===== src/rtl/alu_mp_seq.sv =====
// ============================================================================
// alu_mp_seq -- multi-precision add/subtract sequencer for a 16-bit ALU
//
// Purpose:
//   Accepts one WORDS*16-bit add or subtract request and streams it through
//   an external 16-bit combinational ALU one word per cycle, least
//   significant word first. The carry is chained through the ALU CI input.
//   The collected result is presented with the final carry and signed
//   overflow on a valid/ready output.
//
// Optional feature:
//   ALU_MP_SEQ_ZERO_EN -- when defined, adds output res_zero (1 = every
//   result word is zero). When undefined, the port and its logic are absent.
//
// Ports:
//   clk         in   1         clock, rising edge
//   rst_n       in   1         asynchronous active-low reset
//   req_valid   in   1         request present
//   req_ready   out  1         sequencer can accept a request
//   req_sub     in   1         0 = A+B, 1 = A-B
//   req_a       in   WORDS*16  operand A (word 0 = bits [15:0])
//   req_b       in   WORDS*16  operand B
//   alu_a       out  16        ALU operand A
//   alu_b       out  16        ALU operand B
//   alu_op      out  6         ALU opcode (ADD/ADDC/SUB/SUBC)
//   alu_ci      out  1         ALU carry in
//   alu_result  in   16        ALU result (combinational)
//   alu_flags   in   16        ALU flags, [0]=CO, [1]=V
//   res_valid   out  1         result present
//   res_ready   in   1         consumer takes the result
//   res_data    out  WORDS*16  result
//   res_carry   out  1         CO of last word (sub: 1 = no borrow)
//   res_ovf     out  1         V of last word (signed overflow of full op)
//   res_zero    out  1         (ALU_MP_SEQ_ZERO_EN only) result is zero
// ============================================================================

`ifndef ALU_ADD
`define ALU_ADD  6'h00
`endif
`ifndef ALU_ADDC
`define ALU_ADDC 6'h01
`endif
`ifndef ALU_SUB
`define ALU_SUB  6'h02
`endif
`ifndef ALU_SUBC
`define ALU_SUBC 6'h03
`endif

module alu_mp_seq #(
    parameter int WORDS = 4
) (
    input  logic                  clk,
    input  logic                  rst_n,
    input  logic                  req_valid,
    output logic                  req_ready,
    input  logic                  req_sub,
    input  logic [WORDS*16-1:0]   req_a,
    input  logic [WORDS*16-1:0]   req_b,
    output logic [15:0]           alu_a,
    output logic [15:0]           alu_b,
    output logic [5:0]            alu_op,
    output logic                  alu_ci,
    input  logic [15:0]           alu_result,
    input  logic [15:0]           alu_flags,
    output logic                  res_valid,
    input  logic                  res_ready,
    output logic [WORDS*16-1:0]   res_data,
    output logic                  res_carry,
`ifdef ALU_MP_SEQ_ZERO_EN
    output logic                  res_zero,
`endif
    output logic                  res_ovf
);

    localparam int DW    = WORDS * 16;
    localparam int IDX_W = $clog2(WORDS) + 1;
    localparam logic [IDX_W-1:0] LAST_IDX = IDX_W'(WORDS - 1);

    typedef enum logic [1:0] {
        IDLE = 2'd0,
        EXEC = 2'd1,
        DONE = 2'd2
    } state_t;

    state_t             state_q;
    logic [IDX_W-1:0]   idx_q;
    logic               sub_q;

    // Operand words not yet issued; the word being issued sits in alu_a_q /
    // alu_b_q, so these shift down by one word per EXEC cycle.
    logic [DW-1:0]      a_rest_q;
    logic [DW-1:0]      b_rest_q;

    logic [15:0]        alu_a_q;
    logic [15:0]        alu_b_q;
    logic [5:0]         alu_op_q;
    // alu_ci_q doubles as the inter-word carry register: it is loaded with
    // the CO of word idx on the same edge that word idx+1 is presented.
    logic               alu_ci_q;

    logic               req_ready_q;
    logic               res_valid_q;
    logic [DW-1:0]      res_data_q;
    logic               res_carry_q;
    logic               res_ovf_q;
`ifdef ALU_MP_SEQ_ZERO_EN
    logic               res_zero_q;
`endif

    // Only CO and V are used from the ALU flag word.
    logic unused_flags;
    assign unused_flags = ^alu_flags[15:2];

    always_ff @(posedge clk or negedge rst_n) begin
        if (!rst_n) begin
            state_q     <= IDLE;
            idx_q       <= '0;
            sub_q       <= 1'b0;
            a_rest_q    <= '0;
            b_rest_q    <= '0;
            alu_a_q     <= '0;
            alu_b_q     <= '0;
            alu_op_q    <= `ALU_ADD;
            alu_ci_q    <= 1'b0;
            req_ready_q <= 1'b1;
            res_valid_q <= 1'b0;
            res_data_q  <= '0;
            res_carry_q <= 1'b0;
            res_ovf_q   <= 1'b0;
`ifdef ALU_MP_SEQ_ZERO_EN
            res_zero_q  <= 1'b0;
`endif
        end else begin
            case (state_q)
                IDLE: begin
                    if (req_valid && req_ready_q) begin
                        // Present word 0 right away so the ALU result is
                        // ready to capture at the first EXEC edge.
                        alu_a_q     <= req_a[15:0];
                        alu_b_q     <= req_b[15:0];
                        a_rest_q    <= req_a >> 16;
                        b_rest_q    <= req_b >> 16;
                        alu_op_q    <= req_sub ? `ALU_SUB : `ALU_ADD;
                        alu_ci_q    <= 1'b0;
                        sub_q       <= req_sub;
                        idx_q       <= '0;
                        req_ready_q <= 1'b0;
                        state_q     <= EXEC;
                    end
                end

                EXEC: begin
                    // Result words shift in from the top; after WORDS
                    // captures word 0 lands in bits [15:0].
                    res_data_q <= DW'({alu_result, res_data_q} >> 16);
`ifdef ALU_MP_SEQ_ZERO_EN
                    res_zero_q <= ((idx_q == '0) ? 1'b1 : res_zero_q)
                                  & (alu_result == 16'h0000);
`endif
                    if (idx_q == LAST_IDX) begin
                        // ALU drive lines are left untouched here so they
                        // hold the last issued word outside EXEC.
                        res_carry_q <= alu_flags[0];
                        res_ovf_q   <= alu_flags[1];
                        res_valid_q <= 1'b1;
                        state_q     <= DONE;
                    end else begin
                        idx_q    <= idx_q + IDX_W'(1);
                        alu_a_q  <= a_rest_q[15:0];
                        alu_b_q  <= b_rest_q[15:0];
                        a_rest_q <= a_rest_q >> 16;
                        b_rest_q <= b_rest_q >> 16;
                        alu_op_q <= sub_q ? `ALU_SUBC : `ALU_ADDC;
                        alu_ci_q <= alu_flags[0];
                    end
                end

                DONE: begin
                    if (res_ready) begin
                        res_valid_q <= 1'b0;
                        req_ready_q <= 1'b1;
                        state_q     <= IDLE;
                    end
                end

                default: begin
                    res_valid_q <= 1'b0;
                    req_ready_q <= 1'b1;
                    state_q     <= IDLE;
                end
            endcase
        end
    end

    assign req_ready = req_ready_q;
    assign alu_a     = alu_a_q;
    assign alu_b     = alu_b_q;
    assign alu_op    = alu_op_q;
    assign alu_ci    = alu_ci_q;
    assign res_valid = res_valid_q;
    assign res_data  = res_data_q;
    assign res_carry = res_carry_q;
    assign res_ovf   = res_ovf_q;
`ifdef ALU_MP_SEQ_ZERO_EN
    assign res_zero  = res_zero_q;
`endif

endmodule


===== config.mk =====
export PLATFORM = sky130hd
export DESIGN_NAME = alu_mp_seq
export DESIGN_NICKNAME = d
export VERILOG_FILES = /design/src/rtl/alu_mp_seq.sv
export SDC_FILE = /design/constraint.sdc
export NUM_CORES = 1
export LEC_CHECK = 0
export BUFFER_PORTS_ARGS = -buffer_cell sky130_fd_sc_hd__buf_2
export CAP_MARGIN = 5
export CELL_PAD_IN_SITES_DETAIL_PLACEMENT = 1
export CELL_PAD_IN_SITES_GLOBAL_PLACEMENT = 2
export CORE_MARGIN = 2
export CORE_UTILIZATION = 31
export DETAILED_ROUTE_END_ITERATION = 8
export GPL_TIMING_DRIVEN = 0
export PLACE_DENSITY = 0.88
export SLEW_MARGIN = 20
export SYNTH_ARGS = -nofsm -noshare
export SYNTH_HDL_FRONTEND = slang
export SYNTH_SLANG_ARGS = --single-unit

===== constraint.sdc =====
create_clock -name clk -period 2.7 [get_ports clk]
set_clock_uncertainty 0.15 [all_clocks]
set_input_delay 0.54 -clock clk [delete_from_list [all_inputs] [get_ports clk]]
set_output_delay 0.54 -clock clk [all_outputs]
set_load 0.02 [all_outputs]

==> flow_summary_export.csv <==
group,metric,value,unit
run_status,status,"finished clean",
critical_path,endpoint_kind,"flop",
job,drv_cap,0,
timing,hold_viol_final,0,
power,irDropWorstVdd,0.640,mV
critical_path,cp.required,2.97,ns
synthesis,avgSynthCellArea,10.2,µm²
placed_design,post-dp-hpwl,21.6,mm
timing,fmax,0.416,GHz
cts,cts_htree_levels,1,
finish,syn2layout_area_growth,31.2,%
critical_path,reg2reg_slack,0.30,ns
critical_path,crit_type,"reg -> reg",
cts,clock_latency,0.52,ns
synthesis,seq_area_frac_synth,59.1,%
power,leakage,5.69,nW
synthesis,synth_seq_cells,205,
global_routing,grt_max_degree,95,
critical_path,cp.arrival,2.67,ns
finish,nNetsFinal,1299,
synthesis,syn_area,0.00868,mm²
cts,post_cts_resized,0,
cts,postCtsSetupBuffers,0,
routing,wl_per_cell,18.7,µm
critical_path,cp-start-kind,"flop",
routing,wirelength,28.7,mm
floorplanning,dieHeight,171,µm
placed_design,io_buffers,253,
critical_path,cp_max_fo,10,
power,powerDensity,1240,mW/mm²
power,power.total,14.1,mW
synthesis,synthCells,847,
cts,clk_pin_slew_worst_paths,0.06,ns
floorplanning,die_x,171,µm
finish,stdcell_area,0.0114,mm²
floorplanning,core_area,0.0277,mm²
routing,drtAntennaViolNets,0,
global_routing,antenna_found_initial,12,
timing,slew_viol_final,0,
routing,vias_per_cell,4.82,
routing,first_pass_iters,6,
cts,cts-root-buf,"clkbuf_16",
cts,cts_tree,"built",
placed_design,place.gp.congestion,0.818,
hold_path,worstHoldPathType,"in -> reg",
floorplanning,initial_core_util,31.3,%
cts,clock_sinks,205,
global_routing,grt.overflow.total,0,
cts,clockBufferDepth,3,
timing,setup_viol,0,
timing,slew_headroom,63.9,%
global_routing,grt_pass1_wl,44.0,mm
routing,drc,0,
timing,setup_tns,0,ns
synthesis,synth-warning-count,0,
routing,drtIter0Drc,297,
synthesis,yosysUniqueCellTypes,29,
timing,fin_crit,2.40,ns
finish,drive_above_1_share,35.5,%
floorplanning,dieArea,0.0293,mm²
routing,dr_total_vias,7404,
placed_design,place_area,0.0105,mm²
timing,worst_pin_slew,0.542,ns
timing,rsz0062_at_grt,"false",
global_routing,grt_use_total,19.3,%
cts,cts_buffers,24,
timing,finalCritPeriodShare,88.9,%
global_routing,grt_pass1_vias,7758,
floorplanning,io-pin-count,272,
floorplanning,fp-row-count,61,
-- metrics by stage --
step	cells	util, %	setup WS (ns)	hold WS, ns
6_report	1536	41.1	0.298	0.0662
5_1_grt	1530	41.0	0.140	0.0606
4_1_cts	1527	41.0	0.244	0.0499
3_5_place_dp	1483	37.9	0.267	0.305
3_3_place_gp	1481	37.6	-2.68	0.304
2_1_floorplan	850	-	0.650	0.0944
-- state kept, by name, summed over array words and instances, names as in the netlist, 2 cells and up --
name      cells
alu_a        16
idx_q         3
alu_b        16
alu_op        2
res_data     64
b_rest_q     48
a_rest_q     48
state_q       2
-- kinds of logic (layout without fill, tap and decap cells) --
group,Yosys count,in the layout,share of synthesized area [%]
mux,70,70,9.08
compound gates,105,105,8.58
other cells,1,13,0.0432
simple gates,393,393,18.4
buf+inv,71,370,4.47
fa+ha+maj,2,2,0.288
flops,205,205,59.1
-- power breakdown --
group          internal (mW)  switching [mW]  leakage (nW)  total [mW]
sequential              4.47           0.956          2.50        5.43
clock                   2.18            1.31         0.413        3.49
combinational           2.07            3.10          2.78        5.17
-- routing by layer --
layer	GRT usage, %	up-vias	share of wire [%]
li1	-	3456	-
met5	0	-	0.24
met2	32.2	234	47
met3	5.50	62	7.4
met1	24.5	3642	42
met4	5.64	10	2.8
-- path summary, 6_finish.rpt --
path / from / end / depth (start not counted)
setup / recovery: idx_q[0] / a_rest_q[5] / 7
hold / removal: alu_result[11] / res_data[59] / 3
setup reg to reg: idx_q[0] / a_rest_q[5] / 7
hold reg to reg: res_data[4] / res_data[4] / 2
max in group asynchronous: rst_n / res_data[37] / 3
min in group asynchronous: rst_n / alu_b[7] / 2
-- timing repair --
action                                  CTS  global route
endpoints found under the setup margin    0             0
hold buffers                              1             0
endpoints found under the hold margin    38             0
-- cell usage in the layout (no fill, tap or decap), drive strengths merged --
cell type    Yosys  final
a31oi           64     64
mux2            70     70
o21ai            1      1
conb             1      4
dfstp            1      1
nor2b            1      1
buf             45    300
a22o            34     34
clkinvlp         0      3
nor4bb           1      1
nor3b            1      1
dfrtp          204    204
nor2             3      3
a21oi            2      2
nand2          322    322
o22a             1      1
inv              4      4
o22ai            1      1
nand2b           1      1
diode            0      9
nor3            64     64
dlygate4sd3      0      1
ha               2      2
bufinv           0      4
o32ai            1      1
clkinv           0      4
o31ai            1      1
clkbuf          22     54
-- area by class of cell --
class | count | area (µm²)
Timing Repair Buffer | 256 | 1340
Clock inverter | 11 | 166
Fill cell | 3181 | 16300
Clock buffer | 32 | 692
Buffer | 67 | 370
Multi-Input combinational cell | 574 | 3170
Inverter | 4 | 17.5
Sequential cell | 205 | 5130
Tap cell | 378 | 473
Antenna cell | 9 | 22.5
-- synthesized netlist by cell type --
master	count	area, µm²
o32ai_1	1	8.76
nor2b_1	1	6.26
conb_1	1	3.75
buf_1	2	7.51
ha_1	2	25.0
inv_1	3	11.3
nand2b_1	1	6.26
nor3b_4	1	18.8
inv_4	1	6.26
o31ai_1	1	7.51
o22ai_1	1	6.26
dfrtp_1	204	5100
buf_6	4	45.0
clkbuf_1	22	82.6
nor2_8	1	20.0
mux2_1	4	45.0
dfstp_2	1	26.3
o21ai_0	1	5.00
buf_2	23	115
nor2_1	2	7.51
nand2_1	322	1210
nor3_1	64	320
o22a_1	1	8.76
a31oi_1	64	400
a22o_1	34	298
a21oi_1	2	10.0
buf_4	16	120
mux2_2	66	743
nor4bb_1	1	10.0
-- critical path, stage by stage (launching register included) --
cell	delay, ns
dfrtp_1	0.38
ha_1	0.21
ha_1	0.27
nor3b_4	0.45
buf_2	0.35
buf_4	0.23
nor3_1	0.07
a31oi_1	0.20
Power figures use the tool's default switching activity.
